## config.mk

```make
export PLATFORM = sky130hd
export DESIGN_NAME = deserializador_sync_rx
export DESIGN_NICKNAME = d
export VERILOG_FILES = /design/src/rtl/phy_rx_pkg.sv /design/src/rtl/byte_aligner.sv /design/src/rtl/deserializador_sync_rx.sv
export SDC_FILE = /design/constraint.sdc
export NUM_CORES = 1
export LEC_CHECK = 0
export ABC_CLOCK_PERIOD_IN_PS = 1390
export CAP_MARGIN = 30
export CORE_MARGIN = 2
export CORE_UTILIZATION = 45
export CTS_CLUSTER_DIAMETER = 100
export DETAILED_ROUTE_END_ITERATION = 10
export HOLD_SLACK_MARGIN = 0.1
export PLACE_DENSITY = 0.78
export SYNTH_ARGS = -nofsm -noshare
export SYNTH_HDL_FRONTEND = slang
export SYNTH_SLANG_ARGS = --single-unit
```

## constraint.sdc

```tcl
create_clock -name clk_32f -period 1.39 [get_ports clk_32f]
set_input_delay 0.3475 -clock clk_32f [delete_from_list [all_inputs] [get_ports clk_32f]]
set_output_delay 0.3475 -clock clk_32f [all_outputs]
set_load 0.05 [all_outputs]
```

## src/rtl/phy_rx_pkg.sv

```systemverilog
// Shared definitions for the PHY receive path: comma byte, widths, FSM encoding.
package phy_rx_pkg;

    localparam int unsigned BYTE_W      = 8;
    localparam int unsigned BIT_CNT_W   = 3;
    localparam int unsigned COMMA_CNT_W = 4;

    localparam logic [BYTE_W-1:0] COMMA_BYTE = 8'hBC;

    typedef enum logic [1:0] {
        SEARCH = 2'd0,
        ALIGN  = 2'd1,
        SYNC   = 2'd2
    } rx_state_e;

endpackage : phy_rx_pkg

```

## src/rtl/byte_aligner.sv

```systemverilog
// Bit-level front end of the deserializer: shift register, 8-bit sliding window,
// bit counter and the byte_done / comma_hit flags used by the receive FSM.
// Ports:
//   clk_i          bit clock
//   rst_i          asynchronous active-high reset
//   data_i         serial bit, sampled on posedge clk_i
//   cnt_clr_i      restart byte framing: bit counter loads 0 on this edge
//   window_c_o     {shift_q[6:0], data_i}, the byte ending at the current bit
//   byte_done_c_o  current edge samples the 8th bit of a framed byte
//   comma_hit_c_o  window equals the comma byte
module byte_aligner
    import phy_rx_pkg::*;
#(
    parameter logic [BYTE_W-1:0] COMMA = COMMA_BYTE
) (
    input  logic              clk_i,
    input  logic              rst_i,
    input  logic              data_i,
    input  logic              cnt_clr_i,
    output logic [BYTE_W-1:0] window_c_o,
    output logic              byte_done_c_o,
    output logic              comma_hit_c_o
);

    logic [BYTE_W-1:0]    shift_q;
    logic [BYTE_W-1:0]    shift_d;
    logic [BIT_CNT_W-1:0] bit_cnt_q;
    logic [BIT_CNT_W-1:0] bit_cnt_d;
    logic                 shift_msb_unused;

    // Window includes the bit being sampled so a byte is available on its 8th edge.
    assign window_c_o       = {shift_q[BYTE_W-2:0], data_i};
    assign byte_done_c_o    = (bit_cnt_q == BIT_CNT_W'(BYTE_W - 1));
    assign comma_hit_c_o    = (window_c_o == COMMA);
    assign shift_msb_unused = shift_q[BYTE_W-1];

    // Next-state: shift every edge, counter wraps 7->0 unless framing restarts.
    always_comb begin
        shift_d   = window_c_o;
        bit_cnt_d = bit_cnt_q + BIT_CNT_W'(1);
        if (cnt_clr_i) begin
            bit_cnt_d = '0;
        end
    end

    always_ff @(posedge clk_i or posedge rst_i) begin
        if (rst_i) begin
            shift_q   <= '0;
            bit_cnt_q <= '0;
        end else begin
            shift_q   <= shift_d;
            bit_cnt_q <= bit_cnt_d;
        end
    end

endmodule : byte_aligner

```

## src/rtl/deserializador_sync_rx.sv

```systemverilog
// Receive side of the PHY serial link: recovers MSB-first bytes from a 1-bit
// stream, aligns on commas and locks after SYNC_COUNT consecutive aligned commas.
// Ports:
//   clk_32f      bit clock
//   reset        asynchronous active-high reset
//   data_in      serial bit
//   data_out     last completed byte in SYNC, held between completions
//   valid_out    data_out is a non-comma byte (held for the byte period)
//   byte_strobe  one-cycle pulse per completed byte in SYNC
//   active       high while locked
module deserializador_sync_rx
    import phy_rx_pkg::*;
#(
    parameter logic [BYTE_W-1:0] COMMA      = COMMA_BYTE,
    parameter int unsigned       SYNC_COUNT = 4
) (
    input  logic              clk_32f,
    input  logic              reset,
    input  logic              data_in,
    output logic [BYTE_W-1:0] data_out,
    output logic              valid_out,
    output logic              byte_strobe,
    output logic              active
);

    rx_state_e              state_q;
    rx_state_e              state_d;
    logic [COMMA_CNT_W-1:0] comma_cnt_q;
    logic [COMMA_CNT_W-1:0] comma_cnt_d;
    logic [BYTE_W-1:0]      data_out_q;
    logic [BYTE_W-1:0]      data_out_d;
    logic                   valid_q;
    logic                   valid_d;
    logic                   strobe_q;
    logic                   strobe_d;
    logic                   active_q;
    logic                   active_d;

    logic [BYTE_W-1:0]      window_c;
    logic                   byte_done_c;
    logic                   comma_hit_c;
    logic                   cnt_clr_c;
    logic [COMMA_CNT_W:0]   comma_inc_c;
    logic [COMMA_CNT_W-1:0] comma_sat_c;

    byte_aligner #(
        .COMMA (COMMA)
    ) u_byte_aligner (
        .clk_i         (clk_32f),
        .rst_i         (reset),
        .data_i        (data_in),
        .cnt_clr_i     (cnt_clr_c),
        .window_c_o    (window_c),
        .byte_done_c_o (byte_done_c),
        .comma_hit_c_o (comma_hit_c)
    );

    // Incremented comma count, clamped so it never wraps past SYNC_COUNT.
    always_comb begin
        comma_inc_c = (COMMA_CNT_W + 1)'(comma_cnt_q) + (COMMA_CNT_W + 1)'(1);
        comma_sat_c = comma_inc_c[COMMA_CNT_W-1:0];
        if (comma_inc_c >= (COMMA_CNT_W + 1)'(SYNC_COUNT)) begin
            comma_sat_c = COMMA_CNT_W'(SYNC_COUNT);
        end
    end

    // Next-state and output logic.
    always_comb begin
        state_d     = state_q;
        comma_cnt_d = comma_cnt_q;
        data_out_d  = data_out_q;
        valid_d     = valid_q;
        strobe_d    = 1'b0;
        active_d    = active_q;
        cnt_clr_c   = 1'b0;

        case (state_q)
            SEARCH: begin
                // Slide one bit at a time; a matching window fixes the byte framing.
                if (comma_hit_c) begin
                    cnt_clr_c   = 1'b1;
                    comma_cnt_d = COMMA_CNT_W'(1);
                    if (SYNC_COUNT == 1) begin
                        state_d  = SYNC;
                        active_d = 1'b1;
                    end else begin
                        state_d = ALIGN;
                    end
                end
            end
            ALIGN: begin
                if (byte_done_c) begin
                    if (comma_hit_c) begin
                        comma_cnt_d = comma_sat_c;
                        if (comma_inc_c == (COMMA_CNT_W + 1)'(SYNC_COUNT)) begin
                            state_d  = SYNC;
                            active_d = 1'b1;
                        end
                    end else begin
                        comma_cnt_d = '0;
                        state_d     = SEARCH;
                    end
                end
            end
            SYNC: begin
                // Framing is frozen: comma patterns across byte boundaries are plain data.
                active_d = 1'b1;
                if (byte_done_c) begin
                    data_out_d = window_c;
                    strobe_d   = 1'b1;
                    valid_d    = !comma_hit_c;
                end
            end
            default: begin
                state_d = SEARCH;
            end
        endcase
    end

    always_ff @(posedge clk_32f or posedge reset) begin
        if (reset) begin
            state_q     <= SEARCH;
            comma_cnt_q <= '0;
            data_out_q  <= '0;
            valid_q     <= 1'b0;
            strobe_q    <= 1'b0;
            active_q    <= 1'b0;
        end else begin
            state_q     <= state_d;
            comma_cnt_q <= comma_cnt_d;
            data_out_q  <= data_out_d;
            valid_q     <= valid_d;
            strobe_q    <= strobe_d;
            active_q    <= active_d;
        end
    end

    assign data_out    = data_out_q;
    assign valid_out   = valid_q;
    assign byte_strobe = strobe_q;
    assign active      = active_q;

endmodule : deserializador_sync_rx

```

==> flow_metrics.env <==
export IMPL_slowest_stage="dfrtp_1"
export IMPL_status="complete, but fails checks"
export IMPL_syn_to_final_growth_pct=51.7
export IMPL_die_height_um=54.1
export IMPL_r2r_end="state_q[1]"
export IMPL_drive_above_1_share_pct=43.8
export IMPL_cts_buffers=3
export IMPL_globalRouteTotalUtil_pct=20.3
export IMPL_powerDensity_mw_per_mm2=941
export IMPL_startpoint_type="flop"
export IMPL_routedWlPerCell_um=17.3
export IMPL_synth_seq_area_share_pct=59.9
export IMPL_multi_input_area_um2=528
export IMPL_worstHoldStart="data_in"
export IMPL_cap_viol_max_count=0
export IMPL_synth_ff_type="dfrtp_1"
export IMPL_crit_chain="nand4b_1, buf_4, buf_6, nor3_4, nand2_2, o21bai_1"
export IMPL_ys_seq_elements=27
export IMPL_root_buffer="clkbuf_4"
export IMPL_ctsHoldBuffers=0
export IMPL_worst_pin_slew_ns=0.295
export IMPL_fin_ws_ns=-0.146
export IMPL_cp_required_ns=1.64
export IMPL_cts_sinks=27
export IMPL_slew_headroom_pct=80.2
export IMPL_mappedNetlistNets=99
export IMPL_port_buffers=13
export IMPL_cts_max_level=1
export IMPL_worstReg2RegStart="u_byte_aligner.shift_q[5]"
export IMPL_netlist_area_mm2=0.00113
export IMPL_final_cells=160
export IMPL_power_sequential_fraction_pct=55.7
export IMPL_path_clk_slew_ns=0.15
export IMPL_initial_utilization_pct=46.3
export IMPL_grt_pass1_vias=908
export IMPL_synth_distinct_cells=31
export IMPL_hold_path_class="primary input to flop"
export IMPL_hpwl_um=1680
export IMPL_rsz0062_at_grt="true"
export IMPL_ios=14
export IMPL_cts_path_max_buffers=2
export IMPL_yosys_warnings=0
export IMPL_drc=0
export IMPL_via_count=898
export IMPL_insertedDiodeCount=0
export IMPL_drt_iter0_drc=24
export IMPL_fp_dieW_um=54.1
export IMPL_synth_edf_count=0
export IMPL_async_flop_share_pct=100
export IMPL_grt_overflow=0
export IMPL_wl_um=2760
export IMPL_fillers=162
export IMPL_fp_dieArea_mm2=0.00292
export IMPL_internal_power_w=0.00116
export IMPL_final_setup_viol_count=10
export IMPL_rrSetupSlack_ns=-0.15
export IMPL_peakVddDrop_v=0.000846
export IMPL_reg2reg_depth=6
export IMPL_criticalPathCategory="flop to flop"
export IMPL_clockPowerShare_pct=21.9
export IMPL_critPathTopFamily="simple AND/OR/NAND/NOR gates"
export IMPL_grt_max_degree=28
export IMPL_skew_ns=0.0159
export IMPL_grt_pass1_wl_um=4200
export IMPL_netSwitchingPower_w=0.000448
export IMPL_fp_row_count=18
export IMPL_syn_avg_cell_area_um2=12.3
export IMPL_ant_nets=0
export IMPL_drtPass1Iterations=4
export IMPL_worstHoldEndpoint="u_byte_aligner.shift_q[0]"
export IMPL_switching_share_pct=27.9
export IMPL_antenna_found_initial=0
export IMPL_synth_top_area_share_pct=59.9
export IMPL_period_share_pct=111
export IMPL_post_dp_cell_area_mm2=0.00150
export IMPL_yosys_area_top_type="dfrtp_1"
export IMPL_core_mm2=0.00243
export IMPL_finalCriticalPeriod_ns=1.54
export IMPL_comb_power_share_pct=22.5
export IMPL_globalplace_congestion=0.881
export IMPL_violations="setup timing"
export IMPL_final_area_mm2=0.00171
export IMPL_cpPeakStageDelay_ns=0.43
export IMPL_hold_viol_final=0
export IMPL_end_kind="flop"
export IMPL_slew_violations=0
export IMPL_seqCellArea_um2=676
export IMPL_netlist_instances=92
export IMPL_min_path_cells=2
export IMPL_worstSkewPairLatency_ns=0.34
export IMPL_critPathBufInv=2
export IMPL_leakagePower_nw=0.792
export IMPL_vias_per_cell=5.61
export IMPL_fin_tns_setup_ns=-0.757
export IMPL_place_inst=145
export IMPL_crit_path_max_fanout=4
export IMPL_cts_tree="done"
export IMPL_arrival_ns=1.79
export IMPL_synth_most_common_cell="dfrtp_1"
export IMPL_synth_area_leaders="dfrtp_1, mux2_1, ha_1"
export IMPL_nNetsFinal=138
export IMPL_post_route_util_pct=70.3
export IMPL_synth_common_cells="dfrtp_1, nand2_1, mux2_1"
export IMPL_max_freq_mhz=651
## layer usage
| layer | vias to the layer above | GRT usage [%] | part of all wire [%] |
|---|---|---|---|
| met5 | - | 0 | 0 |
| met4 | 0 | 8.75 | 2.8 |
| met3 | 9 | 3.06 | 5.5 |
| met2 | 35 | 36.2 | 55 |
| met1 | 458 | 24.2 | 37 |
| li1 | 396 | - | - |
## worst register-to-register path, delay by kind of cell, from the launching register on
family                 cells  cell delay (ns)
AND/OR/NAND/NOR            3             0.55
AO/OA/AOI/OAI              1             0.20
flip-flops                 1             0.43
buffers and inverters      2             0.27
## power by group through the flow
stage | clock network (W) | logic (W) | registers (W)
2_1_floorplan | 0 | 0.000137 | 0.000905
3_3_place_gp | 0 | 0.000235 | 0.000896
3_5_place_dp | 0 | 0.000258 | 0.000900
4_1_cts | 0.000350 | 0.000326 | 0.000896
5_1_grt | 0.000378 | 0.000402 | 0.000903
6_report | 0.000352 | 0.000362 | 0.000896
## worst max-delay path by stage
stage / from / cells after the start / slack [ns] / endpoint
5_1_grt: u_byte_aligner.shift_q[5] / 6 / -0.21 / state_q[1]
4_1_cts: u_byte_aligner.shift_q[5] / 5 / -0.05 / comma_cnt_q[1]
6_report: u_byte_aligner.shift_q[5] / 6 / -0.15 / state_q[1]
2_1_floorplan: u_byte_aligner.bit_cnt_q[0] / 5 / 0.01 / data_out[0]
3_3_place_gp: data_in / 5 / -0.40 / comma_cnt_q[1]
3_5_place_dp: data_in / 5 / -0.48 / comma_cnt_q[1]
## through the flow
step                setup WS, ns  power (W)  hold WS, ns
CTS                      -0.0453    0.00157        0.339
detailed placement        -0.481    0.00116        0.401
floorplan                 0.0109    0.00104        0.359
finish                    -0.146    0.00161        0.383
global placement          -0.395    0.00113        0.382
global route              -0.214    0.00168        0.388
## cell families (layout without fill, tap and decap cells)
family | after synthesis | count (layout) | synth area share, %
multiplexers | 8 | 8 | 7.99
buffers and inverters | 6 | 43 | 2.33
AO/OA/AOI/OAI | 20 | 20 | 11.1
flip-flops | 27 | 27 | 59.9
adder cells (fa/ha/maj) | 4 | 4 | 4.44
AND/OR/NAND/NOR | 27 | 28 | 14.2
## layout make-up
| type | count | share of cell area [%] |
|---|---|---|
| clock buffers | 3 | 1.32 |
| clock inverters | 1 | 0.439 |
| inverters | 5 | 1.10 |
| multi-input cells | 60 | 30.9 |
| flip-flops and latches | 27 | 39.5 |
| well taps | 30 | 2.19 |
| repair buffers | 34 | 24.6 |
## state kept, by name, summed over array words and instances (netlist names)
signal                    flops
active                        1
byte_strobe                   1
comma_cnt_q                   4
data_out                      8
state_q                       2
u_byte_aligner.bit_cnt_q      3
u_byte_aligner.shift_q        7
valid_out                     1
## placed cells by master (no fill, tap or decap), types with 2 or more instances in the layout
master,n
buf_4,17
mux2_1,7
dfrtp_1,27
buf_12,12
nand2b_1,2
a31oi_1,2
inv_1,5
clkbuf_4,3
a21oi_1,2
or2_4,2
o21ai_1,3
o21ai_2,3
a21oi_2,2
ha_2,2
nand2_1,8
buf_6,3
and2_1,2
o21a_1,2
## what timing repair did
item | in CTS | in global routing
resized for setup | 13 | 13
setup endpoints to repair | 18 | 19
pin swaps | 7 | 8
setup buffers | 5 | 5
cloned | 0 | 1
No activity file was read; power rests on OpenSTA's default activity.
